[src/rtl/mat_mem_sequencer.sv]
// mat_mem_sequencer: sequences matrix memory reads/writes around the exe engine for one instruction at a time
module mat_mem_sequencer #(
  parameter int MAT_W = 256,
  parameter int PTR_W = 3,
  parameter int NUM_ENTRIES = 6
) (
  input  logic             clk,
  input  logic             reset,
  input  logic             instr_valid,
  output logic             instr_ready,
  input  logic [1:0]       instr_op,
  input  logic [PTR_W-1:0] instr_src1,
  input  logic [PTR_W-1:0] instr_src2,
  input  logic [PTR_W-1:0] instr_dst,
  input  logic [MAT_W-1:0] store_data,
  output logic [PTR_W-1:0] mem_pointer1,
  output logic [PTR_W-1:0] mem_pointer2,
  output logic             mem_read_data,
  output logic             mem_write_data,
  output logic [PTR_W-1:0] mem_write_pointer,
  output logic [MAT_W-1:0] mem_data_to_write,
  input  logic [MAT_W-1:0] mem_data1,
  input  logic [MAT_W-1:0] mem_data2,
  output logic [MAT_W-1:0] opa,
  output logic [MAT_W-1:0] opb,
  output logic             opnd_valid,
  input  logic             opnd_ready,
  input  logic [MAT_W-1:0] res_data,
  input  logic             res_valid,
  output logic             res_ready,
  output logic             txn_done,
  output logic             err_illegal
);
  typedef enum logic [2:0] {IDLE, ISSUE, CAPTURE, OPND, WAIT_RES, WRITE, DONE} state_t;
  localparam logic [PTR_W-1:0] LIM = PTR_W'(NUM_ENTRIES);
  state_t state;
  logic [1:0] op;
  logic [PTR_W-1:0] dst;
  logic [MAT_W-1:0] wdata;
  logic wr, accept, legal;
  assign accept = state == IDLE && instr_valid && instr_ready;
  assign mem_write_data = wr & reset;
  assign mem_data_to_write = wdata;
  always_comb legal = instr_op != 2'b11 && instr_dst < LIM && (instr_op == 2'b10 || instr_src1 < LIM) && (instr_op != 2'b00 || instr_src2 < LIM);
  always_ff @(posedge clk)
    if (!reset) begin
      state <= IDLE;
      op <= '0;
      dst <= '0;
      wdata <= '0;
      wr <= 1'b0;
      instr_ready <= 1'b0;
      mem_pointer1 <= '0;
      mem_pointer2 <= '0;
      mem_read_data <= 1'b0;
      mem_write_pointer <= '0;
      opa <= '0;
      opb <= '0;
      opnd_valid <= 1'b0;
      res_ready <= 1'b0;
      txn_done <= 1'b0;
      err_illegal <= 1'b0;
    end else begin
      txn_done <= 1'b0;
      err_illegal <= 1'b0;
      case (state)
        IDLE:
          if (accept) begin
            op <= instr_op;
            dst <= instr_dst;
            instr_ready <= !legal;
            err_illegal <= !legal;
            if (legal && instr_op == 2'b10) begin
              wdata <= store_data;
              mem_write_pointer <= instr_dst;
              wr <= 1'b1;
              state <= WRITE;
            end else if (legal) begin
              mem_pointer1 <= instr_src1;
              mem_pointer2 <= instr_op == 2'b01 ? instr_src1 : instr_src2;
              mem_read_data <= 1'b1;
              state <= ISSUE;
            end
          end else instr_ready <= 1'b1;
        ISSUE: begin
          mem_read_data <= 1'b0;
          state <= CAPTURE;
        end
        CAPTURE: begin
          opa <= mem_data1;
          opb <= mem_data2;
          if (op == 2'b01) begin
            wdata <= mem_data1;
            mem_write_pointer <= dst;
            wr <= 1'b1;
            state <= WRITE;
          end else begin
            opnd_valid <= 1'b1;
            state <= OPND;
          end
        end
        OPND:
          if (opnd_ready) begin
            opnd_valid <= 1'b0;
            res_ready <= 1'b1;
            state <= WAIT_RES;
          end
        WAIT_RES:
          if (res_valid) begin
            wdata <= res_data;
            res_ready <= 1'b0;
            mem_write_pointer <= dst;
            wr <= 1'b1;
            state <= WRITE;
          end
        WRITE: begin
          wr <= 1'b0;
          txn_done <= 1'b1;
          state <= DONE;
        end
        DONE: begin
          instr_ready <= 1'b1;
          state <= IDLE;
        end
        default: state <= IDLE;
      endcase
    end
endmodule
[config.mk]
export PLATFORM = sky130hd
export DESIGN_NAME = mat_mem_sequencer
export DESIGN_NICKNAME = d
export VERILOG_FILES = /design/src/rtl/mat_mem_sequencer.sv
export SDC_FILE = /design/constraint.sdc
export NUM_CORES = 2
export LEC_CHECK = 0
export CAP_MARGIN = 20
export CORE_AREA = 2 2 701 703
export DETAILED_ROUTE_END_ITERATION = 8
export DIE_AREA = 0 0 703 705
export PLACE_DENSITY = 0.3
export SLEW_MARGIN = 10
export SYNTH_ARGS = -nofsm -noshare
export SYNTH_HDL_FRONTEND = slang
export SYNTH_SLANG_ARGS = --single-unit
[constraint.sdc]
create_clock -name clk -period 3.7 [get_ports clk]
set_clock_uncertainty 0.2 [all_clocks]
set_input_delay 0.74 -clock clk [delete_from_list [all_inputs] [get_ports clk]]
set_output_delay 0.74 -clock clk [all_outputs]
set_load 0.01 [all_outputs]
; ---- Yosys cells after proc, flatten, opt, wreduce, memory -nomap -nowiden
; Index checks and enable logic that the tools add are counted.
[word_totals]
elab_cells = 102
input_bits = 1040
regBits = 792
output_inout_bits = 784
[classes]
mux = 36
n_reduce_logical = 26
eq_ne = 19
bitwise_logic = 2
n_lt_le_gt_ge = 3
[op_table]
columns = op, n
row1 = 256-bit 2-to-1 mux, 4
row2 = 256-bit one-hot mux with 3 select lines, 1
row3 = 3-bit 2-to-1 mux, 11
row4 = 3-bit one-hot mux with 6 select lines, 1
row5 = "2-bit inequality test, second input constant", 8
row6 = 1-bit 2-to-1 mux, 13
row7 = 4-bit AND reduction, 3
row8 = 5-bit AND reduction, 2
row9 = 2-bit nonzero test, 5
row10 = "3-bit equality test, second input constant", 3
row11 = "3-bit < comparator, second input constant", 3
row12 = 3-bit one-hot mux with 3 select lines, 1
row13 = 3-bit AND reduction, 3
row14 = 1-bit one-hot mux with 2 select lines, 4
row15 = "3-bit by 2-bit equality test with 1-bit output, second input constant", 2
row16 = 1-bit logical AND, 6
row17 = "2-bit by 1-bit equality test with 1-bit output, second input constant", 2
row18 = 1-bit one-hot mux with 4 select lines, 1
row19 = 4-bit nonzero test, 1
row20 = "3-bit by 1-bit equality test with 1-bit output, second input constant", 1
row21 = 3-bit zero test, 1
row22 = "3-bit by 2-bit inequality test with 1-bit output, second input constant", 1
row23 = 3-bit nonzero test, 1
row24 = "2-bit equality test, second input constant", 1
row25 = other kinds (6), 7

; ---- Longest topological paths before layout
[logic_depth]
ltp_word = 8
ltp_mapped = 9
mapped_depth_nobuf = 4

; ---- Worst setup path after synthesis
; No wires, ideal clock.
[synth_timing]
path_type = input to output
start = input reset
end = output mem_write_data
path_stages = 4
slack_ns = 1.114
t_arrival_ns = 1.646
required_time_ns = 2.760
cell_sequence = clkbuf_1 > clkbuf_1 > clkbuf_1 > and2_1
[synth_via]
elab_chain_cells = 1
[synth_rtl]
columns = element, line
row1 = from (decl), 8  ; input logic reset,
row2 = 1-bit bitwise AND, 42  ; assign mem_write_data = wr & reset;
row3 = to (decl), 19  ; output logic mem_write_data,
; No other way between the ends.

; ---- Worst setup path after layout
[layout_timing]
start = register wdata[236], in the netlist mem_data_to_write[236]
end = output mem_data_to_write[236]
[layout_lines]
columns = element, line
row1 = from (decl), 39  ; logic [MAT_W-1:0] wdata;
row2 = from (signal assigned), 74  ; wdata <= store_data;
row3 = from (signal assigned), 93  ; wdata <= mem_data1;
row4 = from (signal assigned), 110  ; wdata <= res_data;
row5 = to (decl), 21  ; output logic [MAT_W-1:0] mem_data_to_write,
; No word-level cell between the ends.

==> metrics.txt <==
total power after layout 35.3 mW; vias after detailed routing 43013; post-synth cell types 43; clock-pin slew of the registers on the worst-case setup and hold paths 0.06 ns; number of setup buffers added after CTS 0; maximum single-stage delay on the critical path a little over 0.7 ns; ANT nets after route 0; TritonCTS buffer count ~120; setup total negative slack 0 ns; Core Region 488000 sq um; Relative slew margins 0.243; count of fill cells added during filler insertion between 50000 and 60000; post-DR wirelength/cell 33.9 microns; clock sinks 792; Remaining DRCs 0; Slew Viols, Final 0; number of instances in the synthesized netlist around 4200; most instantiated flip-flop cell in the synthesis netlist sky130_fd_sc_hd__dfxtp_1; data arrival time at the worst-slack endpoint 2.33 ns; hold path startpoint mem_data2[136]; required time at the endpoint of the critical path roughly 2.8 ns; power share of the combinational group 0.361; cell-internal power 21.7 mW; sequence of cells on the critical path clkdlybuf4s50_1; kind of launch point of the worst setup path flip-flop; detailed-routing iteration count for the pre-antenna-repair pass 5; Setup-failing EPs final 0; share of post-route cells with drive strength above 1 0.104; number of antenna violations at the first check in global routing 243; Slowest-stage cell, CP sky130_fd_sc_hd__dfxtp_1; average footprint of a synthesized cell 8.45 sq um; TritonCTS clock tree built; result of the run finished clean; pre-CTS worst setup slack 0.116 ns; buffers added on ports around 1800; post-route cell area around 66000 sq um; upper clock frequency limit 305 MHz; minimum clock period after layout between 3 and 4 ns; origin of the worst setup path mem_data_to_write[236]; layout overhead on the synthesized area 86.7%; maximum number of pins on one net before global-route repair about 120; via density per instance 3.45; maximum net fanout on the critical path 2; RSZ-0062 raised after global routing no; startpoint-to-endpoint class of the critical path reg2out; Synth warnings 0; overall fraction of global-route tracks in use 0.163; switching part of the total power 0.385; reg-to-reg startpoint state[0]; hpwl dp 353000 microns; setup slack after layout ~0.43 ns; register area share after synthesis 0.449; Die Y-Extent 705 microns; via count of the first global-routing pass 42332; maximum clock insertion buffer count 4; number of nets in the final layout ~6900; number of flops mapped to enable cells by yosys 0; Worst-Margin Slew 1.13 ns; count of H-tree levels built during CTS 3; horizontal extent of the die approximately 700 microns; power density normalized to cell area around 540 nW/um^2; Fin. Hold Viols 0; Synth Net Count around 5200; hold slack final 0.172 ns; 1st-iter DRT viols 3100; number of flip-flops and latches in the synthesized netlist slightly below 800; post-cts sizing count 0; proportion of power drawn by the clock network 0.348; final routed wirelength across all metal layers ~420000 microns; clock insertion delay at the later pin of the skew report 0.82 ns; area after detailed placement 61700 sq um; part of the power in registers 0.291; path type of the worst min-delay path in2reg; Max-cap violations 0; worst supply voltage drop on vdd 0.000397 V; sum of overflow across all layers after global routing 0; Crit path buffers/inverters 1; cell type group with the largest total delay on the critical path flip-flops; Total Die Area 496000 sq um; Site Rows 257; initial cell density of the core 0.0723; cell chosen for the clock root sky130_fd_sc_hd__clkbuf_16; crit path capture type primary output; Switching Power 13.6 mW; total leakage power between 20 and 25 nW; portion of the clock cycle consumed by the worst path in the final layout 0.885; global-route wire length before repair ~520000 microns; Top-Level Pins roughly 1800; post-synthesis async set-or-reset flop share 0; Placer Congestion 0.914; cell area after synthesis 35300 sq um
## metal layers
metal,track usage,up-vias,part of all wire
li1,-,18676,-
met1,0.176,21503,0.37
met2,0.292,2081,0.50
met3,0.0648,623,0.096
met4,0.0406,130,0.032
met5,0,-,0.0021
## stage by stage
step	utilization	instances
after detailed placement	0.126	12201
final	0.135	12468
after floorplan	-	4173
after global placement	0.126	12201
after global routing	0.135	12432
after CTS	0.135	12421
## area by class of cell
class	count	area (sq um)	share of cell area
multi-input combinational	2913	17500	0.265
inverter	4	22.5	0.000342
clock buffer	176	3540	0.0537
timing repair buffer	2019	20200	0.307
antenna	46	115	0.00175
clock inverter	43	531	0.00806
tap	6475	8100	0.123
sequential	792	15900	0.241
## power groups by stage
| stage | Sequential (mW) | Combinational (mW) | Clock [mW] |
|---|---|---|---|
| 2_1_floorplan | 10.7 | 4.57 | 0 |
| 3_3_place_gp | 10.4 | 13.1 | 0 |
| 3_5_place_dp | 10.5 | 13.1 | 0 |
| 4_1_cts | 10.3 | 13.1 | 12.9 |
| 5_1_grt | 10.4 | 13.5 | 13.1 |
| 6_report | 10.3 | 12.7 | 12.3 |
## sequential cells by signal (all words and copies together) (netlist names), 2 cells and up
| signal | count |
|---|---|
| dst | 3 |
| mem_write_pointer | 3 |
| mem_pointer1 | 3 |
| op | 2 |
| opa | 256 |
| mem_data_to_write | 256 |
| state | 3 |
| opb | 256 |
| mem_pointer2 | 3 |
## layout by cell type (no fill, tap or decap), drive strengths merged, types with 2 or more instances in the layout
master and instances:
inv 11, clkdlybuf4s50 1809, nor2 12, and3 2, nand2b 5, mux2i 11, dfxtp 792, clkinv 23
clkinvlp 5, nor3 3, buf 209, nand2 1031, o221a 3, diode 46, a221oi 257, nand3b 2
bufinv 8, a211oi 4, and2 3, nand3 5, a22o 257, nor2b 3, o21a 256, o21ai 264
o211ai 260, clkbuf 176, a21oi 520
## cells by family (layout without fill, tap and decap cells)
| kind of cell | Yosys count | after routing | share of synthesized area |
|---|---|---|---|
| other cells | 0 | 46 | 0 |
| compound gates | 1829 | 1829 | 0.374 |
| xor+xnor | 1 | 1 | 0.000248 |
| mux | 11 | 11 | 0.00312 |
| buf+inv | 468 | 2242 | 0.0569 |
| flops | 792 | 792 | 0.449 |
| simple gates | 1072 | 1072 | 0.116 |
## worst reg2reg max path, cell delays in order (launching register included)
cell	delay [ns]
sky130_fd_sc_hd__dfxtp_4	0.47
sky130_fd_sc_hd__inv_1	0.16
sky130_fd_sc_hd__and3_4	0.40
sky130_fd_sc_hd__buf_12	0.44
sky130_fd_sc_hd__a221oi_1	0.87
sky130_fd_sc_hd__buf_4	0.28
sky130_fd_sc_hd__o21ai_2	0.06
## cells in the mapped netlist, types with 10 or more instances
| cell type | n | area (sq um) |
|---|---|---|
| sky130_fd_sc_hd__nand2_1 | 1031 | 3870 |
| sky130_fd_sc_hd__o21ai_1 | 10 | 50.1 |
| sky130_fd_sc_hd__a21oi_1 | 520 | 2600 |
| sky130_fd_sc_hd__clkbuf_1 | 376 | 1410 |
| sky130_fd_sc_hd__o21ai_2 | 200 | 1750 |
| sky130_fd_sc_hd__dfxtp_1 | 792 | 15900 |
| sky130_fd_sc_hd__buf_2 | 57 | 285 |
| sky130_fd_sc_hd__o21a_1 | 256 | 1920 |
| sky130_fd_sc_hd__a22o_1 | 257 | 2250 |
| sky130_fd_sc_hd__nor2_1 | 12 | 45.0 |
| sky130_fd_sc_hd__a221oi_1 | 257 | 2250 |
| sky130_fd_sc_hd__mux2i_1 | 11 | 110 |
| sky130_fd_sc_hd__o21ai_0 | 54 | 270 |
| sky130_fd_sc_hd__o211ai_1 | 260 | 1950 |
| sky130_fd_sc_hd__buf_6 | 24 | 270 |
## path summary, 6_finish.rpt
| check | to | slack, ns | depth (start not counted) |
|---|---|---|---|
| hold / removal | opb[136] | 0.17 | 3 |
| setup reg to reg | mem_data_to_write[89] | 0.77 | 6 |
| setup / recovery | mem_data_to_write[236] | 0.43 | 1 |
| hold reg to reg | opa[194] | 0.25 | 2 |
## timing repair
item,4_1_cts,5_1_grt
endpoints found under the setup margin,0,0
endpoints found under the hold margin,2,0
hold buffers,1,0
(Power assumes the default switching activity.)
